[src/rtl/rr_grant_sched8.sv]
// 8-way round-robin grant scheduler with a registered one-hot grant and encoded index.
// Optional hold-limit revocation is enabled by defining ARB_TIMEOUT_EN.
module rr_grant_sched8 #(
  parameter int MAX_HOLD = 16,
  parameter int HOLD_W   = $clog2(MAX_HOLD)
) (
  input  logic       clk,
  input  logic       rst,
  input  logic       en,
  input  logic [7:0] req,
  output logic [7:0] grant,
  output logic [2:0] grant_idx,
  output logic       grant_valid,
  output logic       timeout
);

  typedef enum logic {
    IDLE  = 1'b0,
    GRANT = 1'b1
  } state_t;

  state_t     state_r;
  state_t     state_s;
  logic [7:0] grant_s;
  logic [2:0] idx_s;
  logic       valid_s;
  logic       timeout_s;
  logic       hold_expire_s;
  logic [3:0] pick_s;
  logic [3:0] pick_masked_s;

  // Returns {found, index} of the first set bit after ptr, wrapping; ptr itself is checked last.
  function automatic logic [3:0] rr_search(input logic [7:0] r, input logic [2:0] ptr);
    logic [3:0] res;
    logic [2:0] c;
    res = 4'b0000;
    for (int k = 8; k >= 1; k--) begin
      c = ptr + 3'(k);
      if (r[c]) begin
        res = {1'b1, c};
      end
    end
    return res;
  endfunction

  function automatic logic [7:0] onehot8(input logic [2:0] i);
    return 8'd1 << i;
  endfunction

  assign pick_s        = rr_search(req, grant_idx);
  assign pick_masked_s = rr_search(req & ~grant, grant_idx);

`ifdef ARB_TIMEOUT_EN
  logic [HOLD_W-1:0] hold_r;
  logic [HOLD_W-1:0] hold_s;

  assign hold_expire_s = (hold_r == HOLD_W'(MAX_HOLD - 1));

  // Hold counter restarts on every fresh grant (including a timeout re-grant).
  always_comb begin
    hold_s = hold_r;
    if ((state_s != GRANT) || (state_r != GRANT) || timeout_s || (idx_s != grant_idx)) begin
      hold_s = {HOLD_W{1'b0}};
    end else begin
      hold_s = hold_r + HOLD_W'(1);
    end
  end

  // Hold counter register.
  always_ff @(posedge clk or posedge rst) begin
    if (rst) begin
      hold_r <= {HOLD_W{1'b0}};
    end else begin
      hold_r <= hold_s;
    end
  end
`else
  assign hold_expire_s = 1'b0;
`endif

  // Next-state and next-output selection.
  always_comb begin
    state_s   = state_r;
    grant_s   = grant;
    idx_s     = grant_idx;
    valid_s   = grant_valid;
    timeout_s = 1'b0;
    if (!en) begin
      state_s = IDLE;
      grant_s = 8'h00;
      valid_s = 1'b0;
    end else begin
      case (state_r)
        IDLE: begin
          if (pick_s[3]) begin
            state_s = GRANT;
            grant_s = onehot8(pick_s[2:0]);
            idx_s   = pick_s[2:0];
            valid_s = 1'b1;
          end else begin
            state_s = IDLE;
          end
        end
        GRANT: begin
          if (req[grant_idx]) begin
            if (hold_expire_s) begin
              timeout_s = 1'b1;
              // With nobody else pending the holder simply keeps the grant.
              if (pick_masked_s[3]) begin
                grant_s = onehot8(pick_masked_s[2:0]);
                idx_s   = pick_masked_s[2:0];
              end else begin
                grant_s = grant;
              end
            end else begin
              state_s = GRANT;
            end
          end else if (pick_s[3]) begin
            grant_s = onehot8(pick_s[2:0]);
            idx_s   = pick_s[2:0];
          end else begin
            state_s = IDLE;
            grant_s = 8'h00;
            valid_s = 1'b0;
          end
        end
        default: begin
          state_s = IDLE;
          grant_s = 8'h00;
          valid_s = 1'b0;
        end
      endcase
    end
  end

  // State and output registers; grant_idx resets to 7 so the first search starts at 0.
  always_ff @(posedge clk or posedge rst) begin
    if (rst) begin
      state_r     <= IDLE;
      grant       <= 8'h00;
      grant_idx   <= 3'd7;
      grant_valid <= 1'b0;
      timeout     <= 1'b0;
    end else begin
      state_r     <= state_s;
      grant       <= grant_s;
      grant_idx   <= idx_s;
      grant_valid <= valid_s;
      timeout     <= timeout_s;
    end
  end

endmodule

[config.mk]
export PLATFORM = sky130hd
export DESIGN_NAME = rr_grant_sched8
export DESIGN_NICKNAME = d
export VERILOG_FILES = /design/src/rtl/rr_grant_sched8.sv
export SDC_FILE = /design/constraint.sdc
export NUM_CORES = 1
export LEC_CHECK = 0
export CAP_MARGIN = 20
export CORE_MARGIN = 4
export CORE_UTILIZATION = 45
export CTS_BUF_LIST = sky130_fd_sc_hd__clkbuf_4 sky130_fd_sc_hd__clkbuf_8 sky130_fd_sc_hd__clkbuf_16
export DETAILED_ROUTE_END_ITERATION = 8
export PLACE_DENSITY_LB_ADDON = 0.25
export SYNTH_ARGS = -nofsm -noshare
export SYNTH_HDL_FRONTEND = slang
export SYNTH_SLANG_ARGS = --single-unit
[constraint.sdc]
create_clock -name clk -period 6.77 [get_ports clk]
set_input_delay 1.354 -clock clk [delete_from_list [all_inputs] [get_ports clk]]
set_output_delay 1.354 -clock clk [all_outputs]
set_load 0.1 [all_outputs]
# Yosys cells after proc, flatten, opt, wreduce, memory -nomap -nowiden
# Index checks and enable logic that the tools add are counted.
[classes] n_addsub=7 n_mul=0 n_div=0 order_cmp=8 eq_ne=4 shift=1 muxes=41 bitwise_logic=1 reduce_logical=3
[op_table] op="$lt A3 B4 Y1 const B" count=8
[op_table] op="$mux W4" count=8
[op_table] op="$mux W8" count=4
[op_table] op="$bmux W1 S3" count=8
[op_table] op="$pmux W8 S2" count=1
[op_table] op="$mux W1" count=15
[op_table] op="$add A3 B3 Y3 const B" count=4
[op_table] op="$ne A3 B3 Y1 const B" count=3
[op_table] op="$shl A1 B3 Y8 const A" count=1
[op_table] op="$add A3 B2 Y3 const B" count=2
[op_table] op="$mux W3" count=2
[op_table] op="$pmux W3 S2" count=1
[op_table] op="$pmux W1 S2" count=2
[op_table] op="$reduce_and A2 Y1" count=2
[op_table] op="$add A3 B1 Y3 const B" count=1
[op_table] op="$reduce_and A3 Y1" count=1
[op_table] op="$ne A2 B2 Y1 const B" count=1
[op_table] op="$not A1 Y1" count=1
[word_totals] regBits=13 latchBits=0 mem_bits_rw=0 romBits=0 in_bits=11 out_inout_bits=13 word_cells=69 mem_count=0

# Logic depth before layout (Yosys ltp)
# Gate-level depths: netlist of run 1.
[logic_depth] ltp_word=15 depth_mapped=11 ltp_nobuf=8

# Worst setup path after synthesis of run 1
# OpenSTA, ideal clock, no wires.
[synth_path] path_kind="reg-to-reg" start="register grant_idx[1]" end="register grant[0]" setup_ns=0.095 t_arrival_ns=3.966 t_required_ns=6.675 path_slack_ns=2.709 stages_incl_launch_ff=12 path_buffers=3 period_less_slack_ns=4.061 path_cell_list="dfstp_2 buf_2 buf_1 inv_1 ha_1 clkbuf_1 mux4_2 mux2i_1 o21ai_1 a21o_1 a2111o_1 o31ai_1"
[synth_between] elab_chain_len=15 elab_cells_between_ends=40 cone_classes="7 x add/sub; 2 x eq/ne; 1 x shift; 29 x mux; 1 x reduce/logical"
[synth_lines] element="start, declared" line_no="12" text="output logic [2:0] grant_idx,"
[synth_lines] element="start signal, assigned" line_no="147" text="grant_idx <= idx_s;"
[synth_lines] element="$add A3 B3 Y3 / $bmux W1 S3 (equally long branches)"
[synth_lines] element="$bmux W1 S3 / $mux W1 (equally long branches)" line_no="39, 105"
[synth_lines] element="$mux W1 (not written as such) / $mux W4 (equally long branches)" line_no="39" text="if (r[c]) begin"
[synth_lines] element="$mux W4 (7 in a row)" line_no="39"
[synth_lines] element="$shl A1 B3 Y8" line_no="47" text="return 8'd1 << i;"
[synth_lines] element="$mux W8" line_no="118" text="end else if (pick_s[3]) begin"
[synth_lines] element="$mux W8" line_no="105" text="if (req[grant_idx]) begin"
[synth_lines] element="$pmux W8 S2" line_no="93" text="case (state_r)"
[synth_lines] element="$mux W8" line_no="88" text="if (!en) begin"
[synth_lines] element="end signal, assigned" line_no="146" text="grant <= grant_s;"
[synth_lines] element="end, declared" line_no="11" text="output logic [7:0] grant,"
# Several ways; a longest one is shown, not always the timed one. The select of a mux whose other input is x is not followed.
# A chain may end at the register's enable or synchronous reset.

# Worst setup path after layout of run 1
[layout_path] start="input port req[5]" end="register grant[4]"
[layout_between] elab_chain_len=15 elab_cells_between_ends=33 cone_classes="2 x eq/ne; 1 x shift; 29 x mux; 1 x reduce/logical"
[layout_lines] element="start, declared" line_no="10" text="input logic [7:0] req,"
[layout_lines] element="$bmux W1 S3" line_no="39, 105"
[layout_lines] element="$mux W1 (not written as such)" line_no="39, 105"
[layout_lines] element="$mux W4 (8 in a row)" line_no="39"
[layout_lines] element="$shl A1 B3 Y8" line_no="47"
[layout_lines] element="$mux W8" line_no="118"
[layout_lines] element="$mux W8" line_no="105"
[layout_lines] element="$pmux W8 S2" line_no="93"
[layout_lines] element="$mux W8" line_no="88"
# Several ways; a longest one is shown, not always the timed one. The select of a mux whose other input is x is not followed.

==> reports/summary.txt, run 1 <==
Met2 WL post-DR: 1540 um
Pre-antenna DRT Iters: 4
Wire length on met3: 144 um
WHS Endpoint: grant[2]
Final Cycle Share: 57.0%
Post-Synthesis Cells: 139
CP Capture Type: flop
CTS buffer count: 3
M1 WL: 1370 um
# resized after CTS: 0
Routed vias/inst: 6.33
F_max: 259 MHz
Fin crit period: 3860 ps
Sequential area share after synthesis: 24.9%
Clock slew at reported path FFs: 70 ps
Pre-CTS setup slack: 2650 ps
Hold Path Class: reg -> reg
Core Region: 2780 um2
Adder-Cell Fraction of Synth Area: 1.89%
Post-synth top area cell: dfrtp_1
Htree depth: 1
Mean area per synthesized cell: 9.52 um2
Clock Latency Late Sink: 270 ps
CP required: 6940 ps
Compound-Gate Fraction of Synth Area: 23.3%
Vias: 1183
Total gr overflow: 0
R2R Path Start: grant_idx[1]
Synth cell types: 42
Simple-Gate Fraction of Synth Area: 12.1%
Critical Path Source Type: primary input
Bufs on Longest Clock Path: 2
CTS tree: yes
Area share of the largest cell type after synthesis: 18.9%
Worst Reg-to-Reg Cells: 8
Max FO, Critical Path: 10
Top FF cell, synth: dfrtp_1
Hold Vio Cnt, Final: 0
WL/cell: 16.5 um
Die height: 62.2 um
Antenna violations before repair: 0
Antenna Nets Post-Route: 0
Multiplexer share of the synthesized area: 28.4%
Post-CTS setup buffer count: 0
Fin Setup TNS: 0 ps
Xor and xnor fraction of the mapped netlist area: 3.31%
Final RePlAce weighted congestion: 0.821
Top layer reached by signal wires: met4
Layout cell share with drive strength beyond 1: 14.1%
Hold_buf cts: 0
Final setup vio count: 0
Worst EP arrival: 4020 ps
RSZ-0062 raised after global routing: false
Final Skew: 1.04 ps
First-pass GRT wire length: 5400 um
DRC viols: 0
Pins Over Slew Limit: 0
Hpwl dp: 2410 um
Cell with the most instances after synthesis: nand2_1
Main combinational cell family by area after synthesis: multiplexers
Site row count: 19
Area Overhead vs Synth: 18.2%
Final wirelength: 3090 um
Hold path start: grant[2]
Nets: 170
DIE WIDTH: 62.2 um
Reg2Reg Setup Slack: 3040 ps
Clock sink count: 13
FF-to-FF End: grant[4]
CP Class: in -> reg
Max Cap Viol: 0
Initial Util: 47.6%
ANT cells: 0
Post-synthesis cell area: 1320 um2
Die area: 3870 um2
Min-Delay Path Depth: 2
Rel. slew slack: 34.7%
Asr flop ratio synth: 100%
Synth area leaders: dfrtp_1, mux4_2, dfstp_2
Actual transition at the worst max-transition pin: 976 ps
CP startpoint: req[5]
Pin count of the biggest net entering global routing: 22
Post-Syn Nets: 152
Most frequent cells after synthesis: nand2_1, mux4_2, dfrtp_1, nor2_1
GRT Overall Usage: 16.7%
Vias in the first global route: 1130
Number of buffers added on ports: 22
Total number of yosys warnings: 0
EDFF count, synth: 0
Initial detailed-routing violation count: 73
Synthesized flop and latch total: 13
Root buffer cell: clkbuf_4
Setup ws final: 2910 ps
Top Ports: 24
Run status: finished, final reports clean
==> registers in the layout (all words and copies together) (netlist names) <==
signal and flops:
state_r 1, grant_idx 3, grant_valid 1, grant 8
==> cells in the final DEF (no fill, tap or decap), types with 4 or more instances in the layout <==
cell type	count
a21oi_1	6
nand2_1	14
a22oi_1	5
o31ai_1	8
mux4_2	11
dfrtp_1	10
clkdlybuf4s50_1	22
clkbuf_4	4
o21ai_1	5
nor3_1	4
nor2_1	10
inv_1	8
mux2i_1	7
==> metrics by stage <==
step | utilization [%] | cells | cell area [um2] | hold slack [ps]
5_1_grt | 56.3 | 187 | 1570 | 523
3_5_place_dp | 55.2 | 183 | 1540 | 466
2_1_floorplan | - | 139 | 1320 | 463
3_3_place_gp | 55.2 | 183 | 1540 | 464
6_report | 56.3 | 187 | 1570 | 476
4_1_cts | 56.3 | 187 | 1570 | 483
==> worst max-delay path, cell delays in order <==
cell,delay [ps]
clkdlybuf4s50_1,480
mux4_2,630
or4_4,590
nand2_1,120
a211oi_1,60
a2111o_1,480
o31ai_1,310
==> per-layer routing <==
layer	up-vias	GRT usage (%)
met1	575	23.0
li1	569	-
met4	0	4.07
met5	-	0
met3	4	3.96
met2	35	26.3
==> cell families (layout without fill, tap and decap cells) <==
group	after synthesis	count (layout)
AOI/OAI and AO/OA	43	43
xor gates and xnor gates	5	5
adders and majority gates	2	2
buffers and inverters	17	34
DFF	13	13
muxes	23	23
other	1	1
and+or+nand+nor	35	35
==> how the worst max path moves through the flow <==
| stage | end | slack [ps] |
|---|---|---|
| 6_report | grant[4] | 2910 |
| 5_1_grt | grant[4] | 2810 |
| 4_1_cts | grant[4] | 2940 |
| 3_5_place_dp | grant[4] | 2650 |
| 3_3_place_gp | grant[0] | 2780 |
| 2_1_floorplan | grant[0] | 2710 |
==> area by class of cell <==
cell class	count	area, um2
inverters	8	30.0
clock buffers	4	30.0
multi-input cells	109	917
repair buffers	22	220
well taps	31	38.8
flip-flops and latches	13	329
fillers	259	1220
Power of run 1 is not shown: default switching activity piles up to over one toggle a cycle in this logic, so the estimate is an artifact.
==> run 2, diff against run 1 <==
==> constraint.sdc (replaced) <==
create_clock -name clk -period 3.9 [get_ports clk]
set_input_delay 0.78 -clock clk [delete_from_list [all_inputs] [get_ports clk]]
set_output_delay 0.78 -clock clk [all_outputs]
set_load 0.1 [all_outputs]
==> reports/summary.txt, run 2 (synthesis results as in run 1) <==
Run status: finished, final reports clean
Reg with most FFs: grant
DRC viols: 0 (unchanged)
Antenna violations before repair: 0 (unchanged)
CTS tree: yes
# resized after CTS: 0 (unchanged)
Bufs on Longest Clock Path: 2 (unchanged)
Die height: 62.2 um (unchanged)
Number of buffers added on ports: 22 (unchanged)
Worst EP arrival: 3560 ps (-460 ps)
Max Cap Viol: 0 (unchanged)
Root buffer cell: clkbuf_4
Worst path max stage delay: 620 ps (about the same)
Core Region: 2780 um2 (unchanged)
Final Cycle Share: 86.4%
Regs by FF count: grant x8, grant_idx x3
Hold slack: 484 ps (+7.91 ps)
ANT cells: 0 (unchanged)
Max FFs per register: 8 (unchanged)
Placed cells: 185 (+1.1%)
Nets: 172 (+1.2%)
Slowest CP cell: dfstp_4
Routed vias/inst: 6.23 (-1.5%)
Final RePlAce weighted congestion: 0.815 (-0.74%)
CP required: 4090 ps (-2850 ps)
Pre-antenna DRT Iters: 4 (unchanged)
Antenna Nets Post-Route: 0 (unchanged)
Area Overhead vs Synth: 18.9%
DP Area: 1550 um2 (+0.73%)
Top Ports: 24 (unchanged)
Pins Over Slew Limit: 0 (unchanged)
Fin Setup TNS: 0 ps (unchanged)
Final setup vio count: 0 (unchanged)
Reg2Reg Setup Slack: 530 ps (-2510 ps)
Clock slew at reported path FFs: 90 ps (+20 ps)
Hold Path Class: reg -> reg
Most frequent cells in the layout: clkdlybuf4s50_1, nand2_1, mux4_2
Critical Path Source Type: flop
Hold Vio Cnt, Final: 0 (unchanged)
Pin count of the biggest net entering global routing: 22 (unchanged)
Htree depth: 1 (unchanged)
Hpwl dp: 2310 um (-4.2%)
M2 GR Usage: 25.8% (-0.52 points)
Initial Util: 47.6% (unchanged)
Design area: 1570 um2 (+0.56%)
Max FO, Critical Path: 7 (-3)
Post-CTS setup buffer count: 0 (unchanged)
Final wirelength: 3000 um (-2.9%)
Crit-path cells: inv_1 -> ha_1 -> mux4_2 -> mux2i_1 -> o21ai_1 -> a21o_1 -> a2111o_1 -> o31ai_1
GRT Overall Usage: 16.2% (-0.50 points)
CP Capture Type: flop
Hold_buf cts: 0 (unchanged)
F_max: 297 MHz
Die area: 3870 um2 (unchanged)
Final Skew: 7.30 ps (+6.26 ps)
RSZ-0062 raised after global routing: false
Rel. slew slack: 34.8% (+0.091 points)
Clock Latency Late Sink: 280 ps (about the same)
Vias in the first global route: 1100 (-2.7%)
CTS buffer count: 3 (unchanged)
Layout cell share with drive strength beyond 1: 17.1% (+3.0 points)
DIE WIDTH: 62.2 um (unchanged)
Site row count: 19 (unchanged)
GRT met3 Usage: 3.60% (-0.36 points)
Vias: 1178 (-0.42%)
Finished Layout Cells: 189 (+1.1%)
Clock sink count: 13 (unchanged)
Actual transition at the worst max-transition pin: 974 ps (-1.35 ps)
First-pass GRT wire length: 5310 um (-1.8%)
Grt peak-use layer: met2
WL/cell: 15.9 um (-3.9%)
Total gr overflow: 0 (unchanged)
Most common library cell in the layout ignoring fill and taps: clkdlybuf4s50_1
Initial detailed-routing violation count: 42 (-42%)
Routing usage on met1: 23.2% (+0.18 points)
CP Class: reg -> reg
Fin crit period: 3370 ps
run 2: metal layers:
layer / wire [um] / vias to the layer above / part of all wire [%]
met3: 148 / 0 / 4.9
met2: 1420 / 33 / 47
met5: 0 / - / 0
li1: - / 574 / -
met4: 0 / 0 / 0
met1: 1440 / 571 / 48
run 2: path summary, 6_finish.rpt:
path                                   start            to  depth (start not counted)
worst max-delay path            grant_idx[1]      grant[2]                          8
worst min-delay path                grant[4]      grant[4]                          2
worst max register to register  grant_idx[1]      grant[2]                          8
worst min register to register      grant[4]      grant[4]                          2
max in group asynchronous                rst  grant_idx[2]                          2
min in group asynchronous                rst      grant[2]                          2
run 2: final cells by class:
type	count	area (um2)
inverter	8	30.0
timing repair buffer	24	228
fill	232	1210
multi-input combinational	109	917
sequential	13	333
tap	31	38.8
clock inverter	1	5.00
clock buffer	3	22.5
run 2: metrics by stage:
| stage | utilization [%] | worst slack, ps |
|---|---|---|
| after floorplan | - | 103 |
| after global placement | 55.6 | 470 |
| after detailed placement | 55.6 | 408 |
| after CTS | 56.6 | 537 |
| after global routing | 56.6 | 338 |
| final | 56.6 | 530 |
run 2: worst max-delay path: cells and delay by family (launching register included):
family,cells,cell delay (ps)
AOI/OAI and AO/OA,4,1150
adders and majority gates,1,480
buffers and inverters,1,90
DFF,1,620
muxes,2,930
Power of run 2 is left out for the same reason.
